--- config.mk ---
export PLATFORM = sky130hd
export DESIGN_NAME = alu_operand_mux
export DESIGN_NICKNAME = d
export VERILOG_FILES = /design/src/rtl/alu_operand_mux.sv
export SDC_FILE = /design/constraint.sdc
export NUM_CORES = 1
export LEC_CHECK = 0
export BUFFER_PORTS_ARGS = -buffer_cell sky130_fd_sc_hd__buf_2
export CORE_ASPECT_RATIO = 1.4
export CORE_UTILIZATION = 35
export CTS_CLUSTER_SIZE = 28
export DETAILED_ROUTE_END_ITERATION = 8
export HOLD_SLACK_MARGIN = 0.15
export PLACE_DENSITY = 0.7
export SETUP_SLACK_MARGIN = 0.5
export SYNTH_ARGS = -nofsm -noshare
export SYNTH_HDL_FRONTEND = slang
export SYNTH_SLANG_ARGS = --single-unit
--- constraint.sdc ---
create_clock -name clk -period 1.85 [get_ports clk]
set_input_delay 0.37 -clock clk [delete_from_list [all_inputs] [get_ports clk]]
set_output_delay 0.37 -clock clk [all_outputs]
set_load 0.03 [all_outputs]
--- src/rtl/alu_operand_mux.sv ---
// ALU B-operand select: combinational reg/imm mux plus a registered
// debug side-path (operand copy, select copy, saturating imm-use count).
module alu_operand_mux #(
    parameter int WIDTH     = 16,
    parameter int CNT_WIDTH = 16
) (
    input  logic                 clk,
    input  logic                 rst_n,
    input  logic [WIDTH-1:0]     Reg_Data,
    input  logic [WIDTH-1:0]     Ext_Imm,
    input  logic                 ALU_Src,
    output logic [WIDTH-1:0]     Mux_Out,
    output logic [WIDTH-1:0]     Mux_Out_q,
    output logic                 Src_q,
    output logic [CNT_WIDTH-1:0] Imm_Sel_Count
);

    logic [CNT_WIDTH-1:0] cnt_q;
    logic [CNT_WIDTH-1:0] cnt_d;

    // Conditional operator keeps X/Z pass-through and ?: merge on X select.
    assign Mux_Out = ALU_Src ? Ext_Imm : Reg_Data;

    always_comb begin
        cnt_d = cnt_q;
        if (ALU_Src == 1'b1 && cnt_q != {CNT_WIDTH{1'b1}}) begin
            cnt_d = cnt_q + CNT_WIDTH'(1);
        end
    end

    always_ff @(posedge clk or negedge rst_n) begin
        if (!rst_n) begin
            Mux_Out_q <= '0;
            Src_q     <= 1'b0;
            cnt_q     <= '0;
        end else begin
            Mux_Out_q <= Mux_Out;
            Src_q     <= ALU_Src;
            cnt_q     <= cnt_d;
        end
    end

    assign Imm_Sel_Count = cnt_q;

endmodule

==> qor.csv, run 1 <==
stage,metric,value,unit
outcome,status,finished clean,
clock_network,clkLatencyLatePin,0.29,ns
setup_path,worstSetupEndpointType,flop,
clock_network,path_clk_slew,0.08,ns
setup_path,arrival,1.77,ns
final_layout,area_growth,88.6,%
timing,hold_viol_final,0,
clock_network,clock_path_buffers,2,
timing,slew_headroom,0.508,
timing,max_freq,0.624,GHz
timing,setup_viol,0,
floorplanning,io_pins,84,
setup_path,critical_path_peak_fanout,5,
setup_path,startpoint_type,flop,
place,hpwlAfterDp,2650,um
clock_network,cts_sinks,33,
floorplanning,die_x,55.4,um
grt,grt_usage,0.210,
final_layout,layout-drive-gt1-share,0.759,
setup_path,reg2reg_from,Imm_Sel_Count[2]$_DFFE_PN0P_,
timing,setup_tns,0,ns
synth,synth.top_cells.by_area,"dfrtp_1 59%, mux2_2 13%, xor2_1 5.0%",
place,placed_cell_area,2000,um2
floorplanning,num_rows,26,
timing,clock_skew,0.0106,ns
setup_path,startpoint,Imm_Sel_Count[2]$_DFFE_PN0P_,
route,wl_per_cell,16.4,um
final_layout,regArea,841,um2
setup_path,cpLargestDelayFamily,simple AND/OR/NAND/NOR gates,
synth,synth.top_cell.area_share,0.590,
synth,synth_seq_cells,33,
synth,yosys_warnings,0,
grt,grt_max_degree,34,
route,via_per_inst,5.03,
flow_run,maxCapViolCount,0,
pwr,ir_worst_vdd,815,uV
synth,synth_cell_types,25,
floorplanning,die_h,76.8,um
route,routed_wl,4420,um
route,first_iter_violations,21,
timing,period_share,0.866,
place,gp_congestion,0.801,
timing,maxSlewViolCount,0,
timing,period_minus_slack,1.60,ns
route,route.detailed.drc,0,
final_layout,nFillCells,258,
setup_path,slowest_delay,0.59,ns
place,io_buffers,83,
clock_network,cts_max_level,2,
synth,synthCells,102,
route,ant_nets,0,
final_layout,final_cell_mix,"61 x buf_2, 28 x buf_4, 27 x buf_6, 21 x dfrtp_1, 17 x mux2_4",
clock_network,cts_buffers,5,
synth,netlist_area,1400,um2
final_layout,final_common_cell,buf_2,
setup_path,worst-path-buf-inv,1,
setup_path,worstSetupPathType,reg2reg,
setup_path,cp_cell_sequence,"nand3_1, or4_4, buf_4, o21ai_1, o21ai_0",
place,dp_slack,0.144,ns
synth,synth_nets,138,
grt,grt_pass1_vias,1493,
clock_network,postCtsHoldBufs,0,
synth,yosys.area.top_type,dfrtp_1,
grt,grt_first_pass_wirelength,6960,um
final_layout,multi_input_area,726,um2
timing,setup_slack,0.248,ns
timing,rsz0062_at_grt,yes,
final_layout,final_nets,263,
final_layout,post-route-cell-area,2640,um2
route,firstDrtPassIters,4,
final_layout,diodes,0,
pwr,p_per_area,1070,nW/um2
pwr,p_leak,1.36,nW
grt,overflow,0,
route,routed-via-count,1357,
floorplanning,die_area,4260,um2
synth,avgSynthCellArea,13.7,um2
hold_path,hold_class,in2async,
synth,synth_seq_area_share,0.590,
floorplanning,initial_core_util,0.374,
grt,grt_antenna_before_repair,0,
clock_network,cts_root_buffer,clkbuf_8,
clock_network,cts_tree,yes,
setup_path,critPathRequiredTime,2.02,ns
floorplanning,core_area,3740,um2
timing,worst_slew_pin_slew,0.739,ns
setup_path,critPathSlowestCell,or4_4,
-- stage by stage --
| step | power, mW | hold WS [ns] | std cells | util |
|---|---|---|---|---|
| detailed placement | 1.80 | 0.475 | 230 | 0.534 |
| global route | 2.96 | 0.198 | 270 | 0.705 |
| global placement | 1.77 | 0.457 | 230 | 0.534 |
| CTS | 2.62 | 0.162 | 259 | 0.658 |
| floorplan | 1.52 | 0.0744 | 102 | - |
| finish | 2.82 | 0.139 | 270 | 0.705 |
-- registers in the layout, indices dropped and copies added, names as in the netlist --
signal,flops
Imm_Sel_Count,16
Mux_Out_q,16
Src_q,1
-- path summary, 6_finish.rpt --
| path | depth (start not counted) | slack [ns] | to |
|---|---|---|---|
| max | 5 | 0.25 | Imm_Sel_Count[11]$_DFFE_PN0P_ |
| min | 1 | 0.14 | Imm_Sel_Count[10]$_DFFE_PN0P_ |
| max reg2reg | 5 | 0.25 | Imm_Sel_Count[11]$_DFFE_PN0P_ |
| min reg2reg | 1 | 0.52 | Imm_Sel_Count[7]$_DFFE_PN0P_ |
| max in group asynchronous | 1 | 1.18 | Imm_Sel_Count[0]$_DFFE_PN0P_ |
| min in group clk | 2 | 0.33 | Mux_Out_q[12]$_DFF_PN0_ |
-- report_power, final --
part / total (mW) / internal [mW] / switching, mW
combinational: 1.19 / 0.554 / 0.633
sequential: 0.965 / 0.851 / 0.114
clock: 0.672 / 0.400 / 0.272
total: 2.82 / 1.80 / 1.02
-- cells by family (layout without fill, tap and decap cells) --
family / after synthesis / after routing / synth area share
flops: 33 / 33 / 0.590
fa+ha+maj: 1 / 1 / 0.00894
mux: 17 / 17 / 0.140
compound gates: 6 / 6 / 0.0402
xor+xnor: 13 / 13 / 0.0814
buf+inv: 3 / 129 / 0.0107
simple gates: 29 / 29 / 0.129
-- layer usage --
layer,up-vias,routed length [um],share of wire,track usage
met4,0,57,0.013,0.0925
met2,64,2560,0.58,0.394
met1,674,1590,0.36,0.218
li1,613,-,-,-
met3,6,211,0.048,0.0455
met5,-,0,0,0
-- cell type report --
cell class,instances,share of cell area
clock buffer,6,0.0275
clock inverter,2,0.0133
inverter,1,0.00142
multi-input combinational,66,0.275
sequential,33,0.319
tap,42,0.0199
timing repair buffer,120,0.344
-- synthesized netlist by cell type --
library cell / instances
nor4_2: 1
xor2_1: 8
nor4_1: 2
nor3_1: 5
nand4_1: 2
buf_1: 1
o41ai_4: 1
o2111ai_1: 1
mux2_4: 1
nand3_4: 1
o21ai_0: 3
nand3b_1: 1
xnor2_1: 5
nor4bb_1: 1
buf_4: 1
or4_4: 1
a21oi_1: 1
inv_1: 1
nand4_2: 1
ha_1: 1
dfrtp_1: 33
nand2_1: 5
nor2_1: 4
mux2_2: 16
nand3_1: 5
-- worst reg2reg max path, delay by kind of cell, from the launching register on --
| family | cells | cell delay [ns] |
|---|---|---|
| buffers and inverters | 1 | 0.16 |
| AO/OA/AOI/OAI | 2 | 0.22 |
| AND/OR/NAND/NOR | 2 | 0.70 |
| flip-flops | 1 | 0.40 |
-- what timing repair did --
item,CTS,global route
setup buffers,19,11
pin swaps,9,10
cloned,2,0
setup endpoints to repair,31,40
resized for setup,49,32
Note: power is estimated with default switching activity, not from simulation.
==> inputs of run 2 (changes only) <==
--- a/config.mk
+++ b/config.mk
@@ -7,11 +7,11 @@
 export LEC_CHECK = 0
 export BUFFER_PORTS_ARGS = -buffer_cell sky130_fd_sc_hd__buf_2
 export CORE_ASPECT_RATIO = 1.4
-export CORE_UTILIZATION = 35
+export CORE_UTILIZATION = 40
 export CTS_CLUSTER_SIZE = 28
 export DETAILED_ROUTE_END_ITERATION = 8
 export HOLD_SLACK_MARGIN = 0.15
-export PLACE_DENSITY = 0.7
+export PLACE_DENSITY = 0.78
 export SETUP_SLACK_MARGIN = 0.5
 export SYNTH_ARGS = -nofsm -noshare
 export SYNTH_HDL_FRONTEND = slang
==> run 2 against run 1 <==
Against the previous run: clock power fell by 11%; setup slack got worse by 0.028 ns; first-iteration DRC count rose by 29%; largest cell class unchanged; largest power group unchanged; hold slack improved by 0.0077 ns; sequential power rose by 1%; non-clock buffer count rose by 5; count of clock-buffer cells in the layout rose by 1.
==> qor.csv, run 2 (same netlist as run 1, synthesis figures left out) <==
stage,metric,value,unit,change
clock_network,path_clk_slew,0.07,ns,about the same
route,routed_wl,4660,um,+5.5%
floorplanning,io_pins,84,,unchanged
timing,setup_tns,0,ns,unchanged
timing,holdWs,0.147,ns,+0.00768 ns
pwr,clockPowerShare,0.206,,-0.032
clock_network,cts_max_level,2,,unchanged
route,firstDrtPassIters,4,,unchanged
grt,grt_pass1_vias,1416,,-5.2%
route,route.detailed.drc,0,,unchanged
final_layout,instances_no_fill,273,,+1.1%
pwr,p_seq_frac,0.337,,-0.005
floorplanning,die_h,72.0,um,-6.3%
place,hpwlAfterDp,2750,um,+3.6%
final_layout,final_common_cell,buf_2,,
pwr,p_leak,1.40,nW,+2.9%
grt,overflow,0,,unchanged
setup_path,critical_path_peak_fanout,5,,unchanged
place,gp_congestion,0.770,,-3.8%
timing,worst_slew_pin_slew,0.743,ns,+0.00479 ns
final_layout,final_nets,268,,+1.9%
grt,grt_max_degree,34,,unchanged
clock_network,cts_tree,yes,,
grt,grt_antenna_before_repair,0,,unchanged
clock_network,cts_buffers,5,,unchanged
grt,grt_first_pass_wirelength,6710,um,-3.5%
route,ant_nets,0,,unchanged
setup_path,cpLargestDelayFamily,flip-flops,,
clock_network,cts_sinks,33,,unchanged
final_layout,diodes,0,,unchanged
hold_path,hold_class,in2async,,
grt,grt_usage,0.251,,+0.0417
floorplanning,die_area,3740,um2,-12%
clock_network,clock_path_buffers,2,,unchanged
clock_network,postCtsHoldBufs,0,,unchanged
timing,rsz0062_at_grt,yes,,
pwr,p_switching,1.07,mW,+4.6%
setup_path,cp_cell_sequence,"ha_4, nand4_1, o41ai_4, buf_4, mux2_4",,
pwr,pwr-share-comb,0.457,,+0.037
setup_path,critPathSlowestCell,dfrtp_2,,
setup_path,startpoint_type,flop,,
timing,max_freq,0.614,GHz,-1.7%
timing,hold_viol_final,0,,unchanged
pwr,p_int,1.83,mW,+1.2%
timing,clock_skew,0.00278,ns,-0.00777 ns
final_layout,final_cell_mix,"53 x buf_2, 41 x buf_6, 26 x buf_4, 21 x dfrtp_1, 13 x mux2_4",,
route,via_per_inst,5.06,,+0.72%
setup_path,slowest_delay,0.39,ns,-0.20 ns
pwr,p_sw_frac,0.369,,+0.00766
final_layout,layout-drive-gt1-share,0.781,,+0.0223
floorplanning,num_rows,25,,-3.8%
setup_path,worst-path-buf-inv,1,,unchanged
place,io_buffers,83,,unchanged
floorplanning,core_area,3350,um2,-11%
setup_path,worstSetupPathType,reg2reg,,
timing,maxSlewViolCount,0,,unchanged
final_layout,area_growth,98.0,%,
timing,period_share,0.881,,+0.0149
clock_network,clkLatencyLatePin,0.28,ns,about the same
route,routed-via-count,1382,,+1.8%
route,wl_per_cell,17.1,um,+4.4%
outcome,status,finished clean,,
setup_path,arrival,1.80,ns,+0.03 ns
setup_path,worstSetupEndpointType,flop,,
place,dp.cells,230,,unchanged
route,first_iter_violations,27,,+29%
pwr,ir_worst_vdd,951,uV,+17%
timing,period_minus_slack,1.63,ns,+0.0276 ns
timing,setup_viol,0,,unchanged
floorplanning,initial_core_util,0.418,,+0.0440
timing,slew_headroom,0.504,,-0.00319
flow_run,maxCapViolCount,0,,unchanged
clock_network,cts_root_buffer,clkbuf_8,,
floorplanning,die_x,52.0,um,-6.2%
pwr,p_per_area,1040,nW/um2,-2.5%
setup_path,critPathRequiredTime,2.02,ns,about the same
==> run 2: cell types whose count changed in the layout (fill, tap and decap cells not counted), moves of 2 or more <==
cell,previous run,this run
buf_2,61,53
buf_4,28,26
buf_6,27,41
clkbuf_8,5,7
mux2_2,0,4
mux2_4,17,13
==> run 2: worst register-to-register path: stages, from the launching register on <==
cell     delay [ns]
dfrtp_2        0.39
ha_4           0.15
nand4_1        0.18
o41ai_4        0.29
buf_4          0.20
mux2_4         0.30
==> run 2: layout make-up <==
type,instances,area [um2]
Inverter,1,3.75
Timing Repair Buffer,125,1040
Tap cell,40,50.0
Multi-Input combinational cell,66,737
Sequential cell,33,841
Fill cell,187,577
Clock buffer,7,96.3
Clock inverter,1,5.00
==> run 2: what timing repair did <==
action	in CTS	in global routing
cloned	2	0
setup endpoints to repair	30	41
gates resized for setup	49	62
pin swaps	7	13
buffers inserted	23	10
==> run 2: path summary, 6_finish.rpt <==
| path | startpoint | endpoint | slack (ns) | cells past startpoint |
|---|---|---|---|---|
| hold / removal | rst_n | Imm_Sel_Count[12]$_DFFE_PN0P_ | 0.15 | 1 |
| setup / recovery | Imm_Sel_Count[1]$_DFFE_PN0P_ | Imm_Sel_Count[1]$_DFFE_PN0P_ | 0.22 | 5 |
| setup reg to reg | Imm_Sel_Count[1]$_DFFE_PN0P_ | Imm_Sel_Count[1]$_DFFE_PN0P_ | 0.22 | 5 |
| min in group clk | Reg_Data[2] | Mux_Out_q[2]$_DFF_PN0_ | 0.33 | 2 |
| max in group asynchronous | rst_n | Imm_Sel_Count[4]$_DFFE_PN0P_ | 1.18 | 1 |
| hold reg to reg | Imm_Sel_Count[11]$_DFFE_PN0P_ | Imm_Sel_Count[11]$_DFFE_PN0P_ | 0.55 | 1 |
==> run 2: power by group through the flow <==
stage                     clock network (mW)  logic (mW)  registers (mW)
after floorplan                            0       0.307            1.22
final                                  0.596        1.32           0.975
after detailed placement                   0       0.798            1.00
after CTS                              0.607        1.10           0.954
after global placement                     0       0.774           0.998
after global routing                   0.636        1.38           0.987
==> run 2: per-stage QoR <==
stage	area [um2]	setup slack, ns	power [mW]	utilization
global route	2770	0.142	3.01	0.828
finish	2770	0.220	2.89	0.828
floorplan	1520	0.0512	1.52	-
CTS	2530	0.288	2.66	0.756
detailed placement	2010	0.0901	1.80	0.600
global placement	2010	0.196	1.77	0.600
==> run 2: per-layer routing <==
metal,track usage,vias up,share of wire,wire length (um)
li1,-,629,-,-
met1,0.242,675,0.34,1580
met2,0.460,70,0.58,2720
met3,0.0797,8,0.061,283
met4,0.126,0,0.018,83
met5,0,-,0,0
==> inputs of run 3 (changes only) <==
--- a/config.mk
+++ b/config.mk
@@ -6,7 +6,7 @@
 export NUM_CORES = 1
 export LEC_CHECK = 0
 export BUFFER_PORTS_ARGS = -buffer_cell sky130_fd_sc_hd__buf_2
-export CORE_ASPECT_RATIO = 1.4
+export CORE_ASPECT_RATIO = 1.75
 export CORE_UTILIZATION = 40
 export CTS_CLUSTER_SIZE = 28
 export DETAILED_ROUTE_END_ITERATION = 8
==> run 3 against run 2 <==
Against the previous run: highest routed layer unchanged; utilization decreased by 8.4 points; final area shrank 9.7%; fmax rose by 1.3%; total power down 9.8%; count of clock-buffer cells in the layout rose by 1; largest cell class is now registers; global-route usage decreased by 3.4 points; critical path depth is 1 higher; via count down 5.7%.
==> qor.csv, run 3 (same netlist as run 1, synthesis figures left out) <==
stage,metric,value,unit,change
floorplanning,io_pins,84,,unchanged
clock_network,postCtsHoldBufs,0,,unchanged
setup_path,reg2reg_from,Imm_Sel_Count[1]$_DFFE_PN0P_,,
route,first_iter_violations,11,,-59%
floorplanning,die_x,46.7,um,-10%
timing,rsz0062_at_grt,yes,,
setup_path,reg2reg_depth,6,,+1
final_layout,layout-drive-gt1-share,0.727,,-0.0538
flow_run,maxCapViolCount,0,,unchanged
timing,setup_tns,0,ns,unchanged
hold_path,hold_class,in2async,,
clock_network,cts_max_level,2,,unchanged
timing,max_freq,0.622,GHz,+1.3%
clock_network,cts_tree,yes,,
floorplanning,core_area,3360,um2,+0.49%
clock_network,cts_buffers,5,,unchanged
grt,grt_max_degree,34,,unchanged
pwr,power.total,2.61,mW,-9.8%
setup_path,critPathRequiredTime,2.04,ns,+0.02 ns
setup_path,worstSetupEndpointType,flop,,
route,wl_per_cell,14.9,um,-13%
place,hpwlAfterDp,2680,um,-2.5%
floorplanning,die_h,80.2,um,+11%
setup_path,critical_path_peak_fanout,5,,unchanged
place,gp_congestion,0.826,,+7.3%
clock_network,cts_root_buffer,clkbuf_8,,
grt,grt_first_pass_wirelength,5690,um,-15%
timing,period_share,0.870,,-0.0114
floorplanning,num_rows,28,,+12%
timing,hold_viol_final,0,,unchanged
route,routed-via-count,1303,,-5.7%
floorplanning,die_area,3750,um2,+0.15%
final_layout,final_common_cell,buf_2,,
route,route.detailed.drc,0,,unchanged
floorplanning,initial_core_util,0.416,,-0.00202
setup_path,worstSetupPathType,reg2reg,,
clock_network,clkLatencyLatePin,0.27,ns,about the same
setup_path,reg2reg_slack,0.24,ns,+0.02 ns
setup_path,r2r-end,Imm_Sel_Count[7]$_DFFE_PN0P_,,
pwr,p_leak,1.29,nW,-8.1%
timing,period_minus_slack,1.61,ns,-0.0212 ns
timing,holdWs,0.153,ns,+0.00654 ns
timing,maxSlewViolCount,0,,unchanged
clock_network,path_clk_slew,0.06,ns,about the same
final_layout,final_nets,255,,-4.9%
grt,grt_antenna_before_repair,0,,unchanged
timing,slew_headroom,0.508,,+0.00320
place,io_buffers,83,,unchanged
grt,grt_usage,0.217,,-0.0343
timing,setup_viol,0,,unchanged
outcome,status,finished clean,,
final_layout,diodes,0,,unchanged
pwr,ir_worst_vdd,739,uV,-22%
route,ant_nets,0,,unchanged
pwr,p_per_area,1040,nW/um2,-0.15%
final_layout,area_growth,78.9,%,
final_layout,final_cell_mix,"62 x buf_2, 27 x buf_6, 21 x dfrtp_1, 20 x buf_4, 17 x mux2_4",,
grt,overflow,0,,unchanged
setup_path,startpoint_type,flop,,
clock_network,clock_path_buffers,2,,unchanged
clock_network,cts_sinks,33,,unchanged
route,via_per_inst,4.92,,-2.9%
route,routed_wl,3950,um,-15%
timing,worst_slew_pin_slew,0.739,ns,-0.00479 ns
setup_path,arrival,1.79,ns,about the same
grt,grt_pass1_vias,1311,,-7.4%
timing,clock_skew,0.00293,ns,+0.000143 ns
route,firstDrtPassIters,4,,unchanged
[run 3: cell types whose count changed in the layout (fill, tap and decap cells not counted), moves of 3 or more]
cell	previous run	this run
buf_2	53	62
clkbuf_1	0	3
nand3_2	3	0
mux2_4	13	17
buf_4	26	20
mux2_2	4	0
nand3_1	2	5
buf_6	41	27
[run 3: area by class of cell]
cell class,instances,area (um2)
well taps,45,56.3
inverters,1,3.75
repair buffers,112,820
flip-flops and latches,33,841
clock buffers,8,80.1
multi-input cells,66,702
fillers,259,861
[run 3: timing repair]
item | 4_1_cts | 5_1_grt
setup endpoints to repair | 31 | 38
gates resized for setup | 53 | 23
pin swaps | 7 | 8
buffers inserted | 13 | 10
cloned | 1 | 0
[run 3: how the worst max path moves through the flow]
| stage | from | to | slack (ns) | cells after the start |
|---|---|---|---|---|
| floorplan | Imm_Sel_Count[0]$_DFFE_PN0P_ | Imm_Sel_Count[1]$_DFFE_PN0P_ | 0.05 | 4 |
| global placement | ALU_Src | Mux_Out[11] | 0.18 | 4 |
| detailed placement | ALU_Src | Imm_Sel_Count[13]$_DFFE_PN0P_ | 0.14 | 5 |
| CTS | Imm_Sel_Count[15]$_DFFE_PN0P_ | Imm_Sel_Count[1]$_DFFE_PN0P_ | 0.26 | 4 |
| global route | Imm_Sel_Count[1]$_DFFE_PN0P_ | Imm_Sel_Count[7]$_DFFE_PN0P_ | 0.18 | 6 |
| finish | Imm_Sel_Count[1]$_DFFE_PN0P_ | Imm_Sel_Count[7]$_DFFE_PN0P_ | 0.24 | 6 |
[run 3: critical path: stages (launching register included)]
cell	delay, ns
dfrtp_2	0.44
ha_4	0.19
nand4_1	0.13
o41ai_4	0.09
buf_6	0.14
nor4_1	0.31
xor2_1	0.22
[run 3: layer usage]
layer | share of wire | GRT usage
met5 | 0 | 0
met4 | 0.014 | 0.0829
met3 | 0.053 | 0.0674
met2 | 0.61 | 0.401
met1 | 0.32 | 0.206
[run 3: where the power goes]
group | leakage (nW) | switching (mW) | total [mW] | internal [mW]
sequential | 0.389 | 0.130 | 0.982 | 0.852
combinational | 0.860 | 0.600 | 1.12 | 0.520
clock | 0.0395 | 0.239 | 0.506 | 0.267
total | 1.29 | 0.969 | 2.61 | 1.64
[run 3: metrics by stage]
stage / utilization / worst slack [ns] / cell area [um2] / std cells
global route: 0.744 / 0.176 / 2500 / 265
global placement: 0.591 / 0.182 / 1990 / 233
CTS: 0.699 / 0.257 / 2350 / 255
detailed placement: 0.591 / 0.141 / 1990 / 233
floorplan: - / 0.0512 / 1520 / 102
finish: 0.744 / 0.241 / 2500 / 265
